==> config.mk <==
export PLATFORM = sky130hd
export DESIGN_NAME = tdm_channel_scheduler
export DESIGN_NICKNAME = d
export VERILOG_FILES = /design/src/rtl/tdm_pkg.sv /design/src/rtl/tdm_channel_scheduler_rr_pick.sv /design/src/rtl/tdm_channel_scheduler.sv
export SDC_FILE = /design/constraint.sdc
export NUM_CORES = 1
export LEC_CHECK = 0
export CAP_MARGIN = 5
export CORE_MARGIN = 5
export CORE_UTILIZATION = 47
export DETAILED_ROUTE_END_ITERATION = 6
export PLACE_DENSITY = 0.73
export SYNTH_ARGS = -nofsm -noshare
export SYNTH_HDL_FRONTEND = slang
export SYNTH_SLANG_ARGS = --single-unit
export TNS_END_PERCENT = 30
==> constraint.sdc <==
create_clock -name clk -period 1.5 [get_ports clk]
set_clock_uncertainty 0.15 [all_clocks]
set_input_delay 0.225 -clock clk [delete_from_list [all_inputs] [get_ports clk]]
set_output_delay 0.225 -clock clk [all_outputs]
set_load 0.01 [all_outputs]
==> src/rtl/tdm_pkg.sv <==
// Shared definitions for the TDM channel scheduler: state encoding,
// channel/select widths and the one-hot select decode.
package tdm_pkg;

  localparam int NCH   = 4;
  localparam int SEL_W = 2;

  typedef enum logic [1:0] {
    IDLE  = 2'd0,
    GRANT = 2'd1,
    GAP   = 2'd2
  } state_t;

  function automatic logic [NCH-1:0] sel_decode(input logic [SEL_W-1:0] s);
    logic [NCH-1:0] oh;
    oh    = '0;
    oh[s] = 1'b1;
    return oh;
  endfunction

endpackage

==> src/rtl/tdm_channel_scheduler_rr_pick.sv <==
// Round-robin picker: first set request bit scanning ptr, ptr+1, ... mod 4.
module rr_pick
  import tdm_pkg::*;
(
  input  logic [NCH-1:0]   req,
  input  logic [SEL_W-1:0] ptr,
  output logic [SEL_W-1:0] pick,
  output logic             any
);

  logic [SEL_W-1:0] idx;

  // Scan from the farthest candidate back to ptr so the nearest one wins.
  always_comb begin
    pick = ptr;
    any  = |req;
    idx  = '0;
    for (int k = NCH - 1; k >= 0; k--) begin
      idx = ptr + SEL_W'(k);
      if (req[idx]) pick = idx;
    end
  end

endmodule

==> src/rtl/tdm_channel_scheduler.sv <==
// TDM scheduler driving a 4-channel mux: round-robin grants of DWELL cycles
// separated by a one-cycle gap. Optional macro EARLY_RELEASE_EN ends a grant
// as soon as the granted channel drops its request.
module tdm_channel_scheduler #(
  parameter int NCH   = 4,
  parameter int DWELL = 4,
  parameter int CNT_W = 8
) (
  input  logic           clk,
  input  logic           rst_n,
  input  logic [NCH-1:0] req,
  output logic [1:0]     sel,
  output logic           en,
  output logic           en_a,
  output logic           en_b,
  output logic           en_c,
  output logic           en_d,
  output logic           slot_done
);
  import tdm_pkg::*;

  localparam logic [CNT_W-1:0] LAST_CNT = CNT_W'(DWELL - 1);

  state_t           state;
  logic [1:0]       ptr;
  logic [CNT_W-1:0] cnt;
  logic [1:0]       pick;
  logic             any;
  logic             last;
  logic             release_grant;

  rr_pick u_rr_pick (
    .req  (req),
    .ptr  (ptr),
    .pick (pick),
    .any  (any)
  );

  assign last = (cnt == LAST_CNT);

`ifdef EARLY_RELEASE_EN
  assign release_grant = last || !req[sel];
`else
  assign release_grant = last;
`endif

  // Derived only from registered state/count (and req when early release is on).
  assign slot_done = (state == GRANT) && release_grant;

  always_ff @(posedge clk or negedge rst_n) begin
    if (!rst_n) begin
      state <= IDLE;
      sel   <= '0;
      en    <= 1'b0;
      en_a  <= 1'b0;
      en_b  <= 1'b0;
      en_c  <= 1'b0;
      en_d  <= 1'b0;
      ptr   <= '0;
      cnt   <= '0;
    end else begin
      case (state)
        IDLE, GAP: begin
          if (any) begin
            state                  <= GRANT;
            sel                    <= pick;
            en                     <= 1'b1;
            cnt                    <= '0;
            {en_d, en_c, en_b, en_a} <= sel_decode(pick);
          end else begin
            state <= IDLE;
          end
        end
        GRANT: begin
          if (release_grant) begin
            // Break-before-make: all enables drop for one cycle, sel holds.
            state                  <= GAP;
            en                     <= 1'b0;
            {en_d, en_c, en_b, en_a} <= 4'b0000;
            ptr                    <= sel + 2'd1;
          end else begin
            cnt <= cnt + CNT_W'(1);
          end
        end
        default: begin
          state                  <= IDLE;
          en                     <= 1'b0;
          {en_d, en_c, en_b, en_a} <= 4'b0000;
        end
      endcase
    end
  end

endmodule

==> results of run 1 <==
-- critical path: stages, from the launching register on --
cell	delay, ns
sky130_fd_sc_hd__dfrtp_1	0.38
sky130_fd_sc_hd__ha_2	0.19
sky130_fd_sc_hd__nor4b_4	0.21
sky130_fd_sc_hd__and3_4	0.24
sky130_fd_sc_hd__buf_6	0.10
-- kinds of logic (layout without fill, tap and decap cells) --
family                     count (synthesis)  after routing  share of synthesized area (%)
adders and majority gates                  1              1                          1.305
DFF                                       19             19                          49.61
xor gates and xnor gates                   6              6                          5.483
and+or+nand+nor                           36             36                          21.67
AOI/OAI and AO/OA                         24             24                          17.23
buffers and inverters                      9             52                          3.655
muxes                                      1              1                          1.044
-- flip-flops by register name, indices dropped and copies added (netlist names) --
| name | count |
|---|---|
| cnt | 8 |
| ptr | 2 |
| sel | 2 |
| state | 2 |
| en | 1 |
| en_a | 1 |
| en_b | 1 |
| en_c | 1 |
| en_d | 1 |
-- metal layers --
layer | global-route usage, % | share of wire [%] | up-vias
met3 | 2.681 | 4.0 | 2
met2 | 33.27 | 50 | 20
met1 | 22.45 | 45 | 435
met4 | 6.073 | 0.89 | 0
li1 | - | - | 427
met5 | 0 | 0 | -
-- Yosys cell counts --
| cell type | instances |
|---|---|
| sky130_fd_sc_hd__o31ai_1 | 2 |
| sky130_fd_sc_hd__and2_1 | 1 |
| sky130_fd_sc_hd__a22oi_1 | 1 |
| sky130_fd_sc_hd__o221ai_1 | 1 |
| sky130_fd_sc_hd__nor4b_4 | 1 |
| sky130_fd_sc_hd__a21o_1 | 1 |
| sky130_fd_sc_hd__a211o_1 | 1 |
| sky130_fd_sc_hd__o21ai_1 | 2 |
| sky130_fd_sc_hd__a21oi_1 | 3 |
| sky130_fd_sc_hd__nor4_2 | 1 |
| sky130_fd_sc_hd__and3_1 | 2 |
| sky130_fd_sc_hd__a32o_1 | 2 |
| sky130_fd_sc_hd__or3_1 | 2 |
| sky130_fd_sc_hd__clkbuf_1 | 1 |
| sky130_fd_sc_hd__ha_1 | 1 |
| sky130_fd_sc_hd__nor3b_1 | 1 |
| sky130_fd_sc_hd__nor2_1 | 7 |
| sky130_fd_sc_hd__inv_1 | 7 |
| sky130_fd_sc_hd__or2_1 | 3 |
| sky130_fd_sc_hd__mux2i_1 | 1 |
| sky130_fd_sc_hd__nor3_1 | 2 |
| sky130_fd_sc_hd__nand2_1 | 9 |
| sky130_fd_sc_hd__xnor2_1 | 4 |
| sky130_fd_sc_hd__nand3b_1 | 1 |
| sky130_fd_sc_hd__buf_2 | 1 |
| sky130_fd_sc_hd__a21boi_2 | 1 |
| sky130_fd_sc_hd__a2111oi_1 | 1 |
| sky130_fd_sc_hd__o22a_1 | 1 |
| sky130_fd_sc_hd__o21ai_0 | 6 |
| sky130_fd_sc_hd__dfrtp_1 | 19 |
| sky130_fd_sc_hd__nand3_1 | 1 |
| sky130_fd_sc_hd__o22ai_1 | 2 |
| sky130_fd_sc_hd__nor2b_1 | 2 |
| sky130_fd_sc_hd__nand4_1 | 1 |
| sky130_fd_sc_hd__nand2b_1 | 1 |
| sky130_fd_sc_hd__xor2_1 | 2 |
| sky130_fd_sc_hd__nor4_1 | 1 |
-- repair_timing --
item	in CTS	in global routing
endpoints found under the hold margin	0	0
gates resized for setup	23	12
pin swaps	9	4
endpoints found under the setup margin	24	19
setup buffers	4	3
-- through the flow --
stage          utilization (%)  setup TNS, ns  cell area [um2]  hold WS [ns]  std cells
5_1_grt                  74.30         -3.237             1458        0.1222        166
2_1_floorplan                -        -0.4194            958.4       -0.2206         96
3_5_place_dp             64.80         -5.616             1271        0.3183        155
4_1_cts                  70.03         -1.732             1374       0.09587        163
6_report                 74.30         -2.273             1458       0.08541        166
3_3_place_gp             64.80         -5.177             1271        0.3148        155
-- area by class of cell --
type	count	area share, %
clock buffers	3	1.545
clock inverters	1	0.3433
inverters	7	1.803
multi-input cells	68	37.17
flip-flops and latches	19	32.62
well taps	27	2.318
repair buffers	41	24.21
-- placed cells by master, fill, tap and decap left out, types with 2 or more instances in the layout --
cell type and count:
sky130_fd_sc_hd__nand2_1 8, sky130_fd_sc_hd__nor4_2 2, sky130_fd_sc_hd__clkdlybuf4s50_1 5, sky130_fd_sc_hd__xnor2_1 4, sky130_fd_sc_hd__a21oi_1 2, sky130_fd_sc_hd__dlygate4sd2_1 7, sky130_fd_sc_hd__a32o_1 2, sky130_fd_sc_hd__o21ai_2 2
sky130_fd_sc_hd__nor2_1 7, sky130_fd_sc_hd__or3_1 2, sky130_fd_sc_hd__nor2b_1 2, sky130_fd_sc_hd__buf_6 3, sky130_fd_sc_hd__dfrtp_1 19, sky130_fd_sc_hd__buf_4 25, sky130_fd_sc_hd__inv_1 7, sky130_fd_sc_hd__or2_4 3
sky130_fd_sc_hd__o21ai_0 4, sky130_fd_sc_hd__clkbuf_4 3, sky130_fd_sc_hd__xor2_1 2
-- report_power, final --
group / internal, mW / switching (mW)
logic: 0.853 / 0.731
clock network: 0.0995 / 0.169
registers: 0.682 / 0.125
-- worst paths after layout --
path                       cells past startpoint  startpoint         to
setup reg to reg                               7      cnt[0]     cnt[2]
setup / recovery                               4      cnt[0]  slot_done
max in group asynchronous                      2       rst_n     cnt[2]
hold reg to reg                                1          en         en
hold / removal                                 2       rst_n     cnt[5]
min in group clk                               1          en         en
==> impl_metrics.json, run 1 <==
{
  "run_status": "complete, but fails checks",
  "violations": "negative setup slack",
  "synth-warning-count": 0,
  "pwr_density_cell_nw_per_um2": 1826,
  "drt_pass1_iterations": 4,
  "power_mw": 2.661,
  "arrival_ns": 1.42,
  "timing.fmax_mhz": 556.7,
  "grt_max_degree": 20,
  "peakVddDrop_mv": 1.431,
  "wl_per_cell_um": 14.83,
  "seq_cell_area_um2": 475.5,
  "crit_path_time_final_ns": 1.796,
  "avgViaCountPerCell": 5.325,
  "crit_path_max_fanout": 2,
  "leading_area_contributor_after_synthesis": "sky130_fd_sc_hd__dfrtp_1",
  "cts_tree": "yes",
  "initial_antenna_violation_count": 0,
  "global_route.overflow_total": 0,
  "worstSkewPairLatency_ns": 0.30,
  "cts.path.max_buffers": 2,
  "synth_unique_cells": 37,
  "postRouteAntennaNets": 0,
  "final_number_of_max_transition_violations": 0,
  "critPathCaptureType": "primary output",
  "multiInputGateArea_um2": 541.8,
  "worst_setup_hold_path_clk_slew_ns": 0.11,
  "maxSlewHeadroom_pct": 77.66,
  "diodes": 0,
  "syn_avg_cell_area_um2": 9.984,
  "die-width_um": 55.16,
  "worst-setup-path-type": "flip-flop to primary output",
  "start_kind": "flip-flop",
  "post_synth_main_area_contributors": "sky130_fd_sc_hd__dfrtp_1, sky130_fd_sc_hd__xnor2_1, sky130_fd_sc_hd__nand2_1, sky130_fd_sc_hd__o21ai_0, sky130_fd_sc_hd__inv_1",
  "remaining_drc_errors": 0,
  "mappedNetlistArea_um2": 958.4,
  "maxCapViolCount": 0,
  "worstMarginPinSlew_ns": 0.3350,
  "timing.reg2reg.setup_slack_ns": -0.29,
  "groute.usage.overall_pct": 18.50,
  "hold_violations": 0,
  "leakage_nw": 0.6781,
  "hp-class": "primary input to async pin",
  "io_buffers": 13,
  "flop_and_latch_count_out_of_synthesis": 19,
  "finish.net_count": 147,
  "cp.required_ns": 1.12,
  "synth_seq_area_share_pct": 49.61,
  "numClockSinks": 19,
  "mappedNetlistNets": 103,
  "cts_max_level": 1,
  "place.detailed.hpwl_mm": 1.667,
  "post-route-period-util_pct": 119.8,
  "drive_gt1_share_pct": 37.41,
  "report.final.setup_viol": 15,
  "detail_route.iter0.violations": 12,
  "io_pins": 14,
  "floorplan.initialDensity_pct": 48.85,
  "rsz_0062_raised_after_global_routing": "yes",
  "cts-hold-fix-buffers": 0,
  "cells_after_synthesis": 96,
  "grt_first_pass_wirelength_mm": 3.946,
  "nFillCells": 147,
  "setup_slack_ns": -0.2964,
  "via_count_of_the_first_global_routing_pass": 902,
  "ctsRootBufferMaster": "sky130_fd_sc_hd__clkbuf_4",
  "gp_routability_congestion": 0.8178,
  "number_of_rows_in_the_core_area": 16,
  "placeableCoreArea_um2": 1962,
  "die_h_um": 55.16,
  "post_synth_top_area_share_pct": 49.61,
  "floorplan.die_area_um2": 3042,
  "numCtsBuffers": 3,
  "via_count": 884,
  "dp_worst_setup_slack_ns": -0.4495,
  "wirelength_mm": 2.461,
  "areaGrowthSynthToFinish_pct": 52.09
}
No activity file was read; power rests on OpenSTA's default activity.
==> run 2, diff against run 1 <==
--- a/config.mk
+++ b/config.mk
@@ -9,6 +9,8 @@
 export CORE_MARGIN = 5
 export CORE_UTILIZATION = 47
 export DETAILED_ROUTE_END_ITERATION = 6
+export HOLD_SLACK_MARGIN = 0.15
+export MAX_ROUTING_LAYER = met4
 export PLACE_DENSITY = 0.73
 export SYNTH_ARGS = -nofsm -noshare
 export SYNTH_HDL_FRONTEND = slang
==> run 2 against run 1 <==
The flow still finishes with violations (negative setup slack); sequential cell count unchanged; worst setup slack got worse by 0.0013 ns; clock-buffer cell count unchanged; wire length grew 1.1%; final area up 0.69%; worst hold slack better by 0.26 ns; non-clock buffer count is 1 higher; sequential power about the same; global-route usage increased by 0.63 points; first-iteration DRC count rose by 33%; combinational power about the same.
==> impl_metrics.json, run 2 (same netlist as run 1, synthesis figures left out) <==
{
  "finish.net_count": 148,
  "worstMarginPinSlew_ns": 0.3461,
  "crit_path_max_fanout": 2,
  "post-route-period-util_pct": 119.8,
  "dp_cells": 155,
  "place.detailed.hpwl_mm": 1.667,
  "path_buf_inv": 1,
  "grt_max_degree": 20,
  "drt_pass1_iterations": 4,
  "routed_length_on_met3_um": 68,
  "wl_met2_mm": 1.261,
  "ctsRootBufferMaster": "sky130_fd_sc_hd__clkbuf_4",
  "cts_max_level": 1,
  "worstSkewPairLatency_ns": 0.31,
  "numClockSinks": 19,
  "io_pins": 14,
  "hold_violations": 0,
  "io_buffers": 13,
  "hp-class": "flip-flop to flip-flop",
  "run_status": "complete, but fails checks",
  "setup-tns-final_ns": -2.274,
  "r2r_cells": 7,
  "global_route.overflow_total": 0,
  "cp_cell_sequence": "ha_2 -> nor4b_4 -> and3_4 -> buf_6",
  "final-instance-count-excl-fill": 167,
  "timing.fmax_mhz": 556.3,
  "peakVddDrop_mv": 1.432,
  "cpMaxStageDelayCell": "sky130_fd_sc_hd__dfrtp_1",
  "worst_hold_path.num_cells": 1,
  "maxSlewHeadroom_pct": 76.93,
  "route.layer.met1.wl_mm": 1.137,
  "arrival_ns": 1.42,
  "pwr_density_cell_nw_per_um2": 1819,
  "postRouteAntennaNets": 0,
  "postLayoutCoreUtil_pct": 74.81,
  "numCtsBuffers": 3,
  "cp_num_cells": 4,
  "worst-setup-path-type": "flip-flop to primary output",
  "timing.critical_path.max_delay_family": "simple AND/OR/NAND/NOR gates",
  "number_of_rows_in_the_core_area": 16,
  "maxCapViolCount": 0,
  "via_count": 886,
  "layout_common_cells": "sky130_fd_sc_hd__buf_4, sky130_fd_sc_hd__dfrtp_1, sky130_fd_sc_hd__nand2_1",
  "crit_path_time_final_ns": 1.798,
  "hold-worst-slack_ns": 0.3453,
  "placeableCoreArea_um2": 1962,
  "floorplan.initialDensity_pct": 48.85,
  "diodes": 0,
  "largest_register_ffs": 8,
  "cts.path.max_buffers": 2,
  "violations": "negative setup slack",
  "dpl-instance-area_um2": 1271,
  "detail_route.iter0.violations": 16,
  "top_layer": "met4",
  "start_kind": "flip-flop",
  "via_count_of_the_first_global_routing_pass": 916,
  "grt_first_pass_wirelength_mm": 3.967,
  "rsz_0062_raised_after_global_routing": "yes",
  "cts_tree": "yes",
  "final_design_area_no_fill_um2": 1468,
  "avgViaCountPerCell": 5.305,
  "leakage_nw": 0.6823,
  "initial_antenna_violation_count": 0,
  "gp_routability_congestion": 0.8301,
  "groute.usage.overall_pct": 19.13,
  "wl_per_cell_um": 14.90,
  "die_h_um": 55.16,
  "critPathCaptureType": "primary output",
  "report.final.setup_viol": 15,
  "final_number_of_max_transition_violations": 0,
  "die-width_um": 55.16,
  "setup_slack_ns": -0.2977,
  "floorplan.die_area_um2": 3042,
  "cp.required_ns": 1.12,
  "remaining_drc_errors": 0,
  "most_common_library_cell_in_the_layout_ignoring_fill_and_taps": "sky130_fd_sc_hd__buf_4",
  "worst_setup_hold_path_clk_slew_ns": 0.11,
  "areaGrowthSynthToFinish_pct": 53.13,
  "wirelength_mm": 2.489,
  "drive_gt1_share_pct": 37.14,
  "crit_path_max_incr_delay_ns": 0.38,
  "largest-register": "cnt"
}
run 2: cell count changes in the layout (fill, tap and decap cells not counted), sizes merged:
cell / previous run / this run
dlygate4sd3: 0 / 1
run 2: where the power goes:
group / switching (mW) / internal (mW) / total (mW)
Clock: 0.172 / 0.0996 / 0.271
Sequential: 0.127 / 0.682 / 0.810
Combinational: 0.734 / 0.855 / 1.59
run 2: worst paths after layout:
kind,slack (ns),end,start
min,0.35,en,en
max in group asynchronous,0.36,cnt[2],rst_n
max,-0.30,slot_done,cnt[0]
min reg2reg,0.35,en,en
max reg2reg,-0.28,cnt[2],cnt[0]
min in group asynchronous,0.64,cnt[5],rst_n
run 2: metrics by stage:
step                total power [mW]  setup slack, ns
detailed placement             1.997          -0.4495
global route                   2.847          -0.3398
finish                         2.669          -0.2977
CTS                            2.369          -0.2717
global placement               1.959          -0.4270
floorplan                      1.402          -0.1121
run 2: worst register-to-register path, cell delays in order, from the launching register on:
cell and delay, ns:
sky130_fd_sc_hd__dfrtp_1 0.40, sky130_fd_sc_hd__ha_2 0.20, sky130_fd_sc_hd__nor4b_4 0.13, sky130_fd_sc_hd__buf_4 0.16
sky130_fd_sc_hd__buf_12 0.12, sky130_fd_sc_hd__a2111oi_4 0.31, sky130_fd_sc_hd__xnor2_1 0.16, sky130_fd_sc_hd__nor2_1 0.06
run 2: routing by layer:
metal,vias up,GRT usage [%]
li1,430,-
met1,435,22.61
met2,19,33.66
met3,2,2.413
met4,0,6.073
met5,-,-
run 2: cell type report:
type                            count  area, um2
Timing Repair Buffer               42      362.8
Inverter                            7      26.28
Clock buffer                        3      22.52
Tap cell                           27      33.78
Fill cell                         146      494.2
Clock inverter                      1      5.005
Multi-Input combinational cell     68      541.8
Sequential cell                    19      475.5
run 2: repair_timing:
action                     CTS  global route
setup endpoints to repair   24            19
pin swaps                    9             4
hold endpoints to repair    19             0
hold buffers                 1             0
setup buffers                4             3
resized for setup           23            12
==> run 3, diff against run 2 <==
--- a/config.mk
+++ b/config.mk
@@ -7,11 +7,11 @@
 export LEC_CHECK = 0
 export CAP_MARGIN = 5
 export CORE_MARGIN = 5
-export CORE_UTILIZATION = 47
+export CORE_UTILIZATION = 55
 export DETAILED_ROUTE_END_ITERATION = 6
 export HOLD_SLACK_MARGIN = 0.15
 export MAX_ROUTING_LAYER = met4
-export PLACE_DENSITY = 0.73
+export PLACE_DENSITY = 0.81
 export SYNTH_ARGS = -nofsm -noshare
 export SYNTH_HDL_FRONTEND = slang
 export SYNTH_SLANG_ARGS = --single-unit
==> constraint.sdc (replaced) <==
create_clock -name clk -period 2.3 [get_ports clk]
set_clock_uncertainty 0.15 [all_clocks]
set_input_delay 0.345 -clock clk [delete_from_list [all_inputs] [get_ports clk]]
set_output_delay 0.345 -clock clk [all_outputs]
set_load 0.01 [all_outputs]
==> run 3 against run 2 <==
Cell count fell by 22%; highest routed layer unchanged; worst setup slack improved by 0.48 ns; the run now ends clean; global-route usage barely moved; largest power group unchanged.
==> impl_metrics.json, run 3 (same netlist as run 1, synthesis figures left out) <==
{
  "global_route.usage.met1_pct": 23.95,
  "grt_max_degree": 20,
  "numCtsBuffers": 3,
  "avgViaCountPerCell": 6.084,
  "path_buf_inv": 1,
  "initial_antenna_violation_count": 0,
  "hold_violations": 0,
  "numClockSinks": 19,
  "grt_first_pass_wirelength_mm": 3.650,
  "post-route-period-util_pct": 92.03,
  "remaining_drc_errors": 0,
  "maxSlewHeadroom_pct": 52.97,
  "via_count_of_the_first_global_routing_pass": 827,
  "groute.usage.overall_pct": 19.10,
  "detail_route.iter0.violations": 10,
  "worstMarginPinSlew_ns": 0.7028,
  "start_kind": "flip-flop",
  "timing.critical_path.max_delay_family": "simple AND/OR/NAND/NOR gates",
  "worstSkewPairLatency_ns": 0.30,
  "cpMaxStageDelayCell": "sky130_fd_sc_hd__dfrtp_1",
  "leakage_nw": 0.5067,
  "timing.fmax_mhz": 472.4,
  "worst_setup_hold_path_clk_slew_ns": 0.10,
  "final-instance-count-excl-fill": 131,
  "finish.net_count": 122,
  "dpl-instance-area_um2": 1109,
  "cp_cell_sequence": "ha_1 -> nor4b_4 -> and3_4 -> dlygate4sd2_1",
  "final_design_area_no_fill_um2": 1159,
  "critPathCaptureType": "primary output",
  "setup-tns-final_ns": 0,
  "ctsRootBufferMaster": "sky130_fd_sc_hd__clkbuf_4",
  "placeableCoreArea_um2": 1689,
  "largest_register_ffs": 8,
  "number_of_rows_in_the_core_area": 15,
  "peakVddDrop_mv": 0.7319,
  "via_count": 797,
  "grt_util_met3_pct": 4.011,
  "timing.reg2reg.setup_slack_ns": 0.42,
  "crit_path_max_incr_delay_ns": 0.38,
  "crit_path_time_final_ns": 2.117,
  "cts_tree": "yes",
  "io_pins": 14,
  "cts_max_level": 1,
  "r2r_cells": 6,
  "io_buffers": 13,
  "cts-hold-fix-buffers": 0,
  "wirelength_mm": 2.038,
  "wl_per_cell_um": 15.56,
  "cts.path.max_buffers": 2,
  "gr-usage-met2_pct": 30.08,
  "globalRoute.busiestLayer": "met2",
  "cp.required_ns": 1.80,
  "maxCapViolCount": 0,
  "drt_pass1_iterations": 4,
  "largest-register": "cnt",
  "final_number_of_max_transition_violations": 0,
  "floorplan.initialDensity_pct": 56.74,
  "postRouteAntennaNets": 0,
  "die-width_um": 51.75,
  "gp_routability_congestion": 0.8668,
  "areaGrowthSynthToFinish_pct": 20.89,
  "postLayoutCoreUtil_pct": 68.59,
  "most_common_library_cell_in_the_layout_ignoring_fill_and_taps": "sky130_fd_sc_hd__dfrtp_1",
  "r2r_start": "cnt[1]",
  "hp-class": "primary input to async pin",
  "run_status": "complete, no violations",
  "r2r_path_end": "cnt[2]",
  "drive_gt1_share_pct": 9.649,
  "crit_path_max_fanout": 4,
  "diodes": 0,
  "cp_num_cells": 4,
  "report.final.setup_viol": 0,
  "die_h_um": 51.75,
  "hold-worst-slack_ns": 0.2234,
  "layout_common_cells": "sky130_fd_sc_hd__dfrtp_1, sky130_fd_sc_hd__clkdlybuf4s50_1, sky130_fd_sc_hd__nand2_1, sky130_fd_sc_hd__nor2_1, sky130_fd_sc_hd__inv_1",
  "place.detailed.hpwl_mm": 1.532,
  "dp_cells": 125,
  "global_route.overflow_total": 0,
  "worst-setup-path-type": "flip-flop to primary output",
  "arrival_ns": 1.62,
  "pwr_density_cell_nw_per_um2": 1155,
  "floorplan.die_area_um2": 2678,
  "rsz_0062_raised_after_global_routing": "no"
}
==> run 3: report_power, final <==
part           switching [mW]  leakage [nW]  internal (mW)
Clock                  0.0978        0.0150         0.0676
Sequential              0.102         0.246          0.445
Combinational           0.324         0.246          0.302
==> run 3: worst reg2reg max path, stage by stage (launching register included) <==
cell	delay [ns]
sky130_fd_sc_hd__dfrtp_1	0.41
sky130_fd_sc_hd__ha_1	0.22
sky130_fd_sc_hd__nor4b_4	0.14
sky130_fd_sc_hd__buf_4	0.15
sky130_fd_sc_hd__a2111oi_1	0.43
sky130_fd_sc_hd__xnor2_1	0.18
sky130_fd_sc_hd__nor2_1	0.06
==> run 3: area by class of cell <==
type                    count  area (um2)
clock buffers               4       26.28
fillers                   161       530.5
inverters                   7       26.28
multi-input cells          68       457.9
flip-flops and latches     19       475.5
well taps                  17       21.27
repair buffers             16       151.4
==> run 3: layer usage <==
layer / vias to the layer above / part of all wire [%]
met4: 0 / 1.9
met3: 6 / 3.8
met2: 19 / 49
met5: - / 0
li1: 379 / -
met1: 393 / 45
==> run 3: per-stage QoR <==
step                power, mW  worst slack (ns)
finish                  1.338            0.1833
global route            1.450           0.05640
CTS                     1.341            0.1745
detailed placement      1.148            0.1141
global placement        1.120            0.1587
floorplan              0.9143            0.6816
==> run 3: worst max path at each step <==
stage                     slack (ns)   endpoint    from
after floorplan                 0.68       en_a  cnt[0]
after global placement          0.16  slot_done  cnt[0]
after detailed placement        0.11     cnt[0]  req[1]
after CTS                       0.17  slot_done  cnt[1]
after global routing            0.06  slot_done  cnt[1]
final                           0.18  slot_done  cnt[1]
==> run 3: what timing repair did <==
action | in CTS | in global routing
setup buffers | 2 | 0
gates resized for setup | 3 | 0
endpoints found under the setup margin | 1 | 0
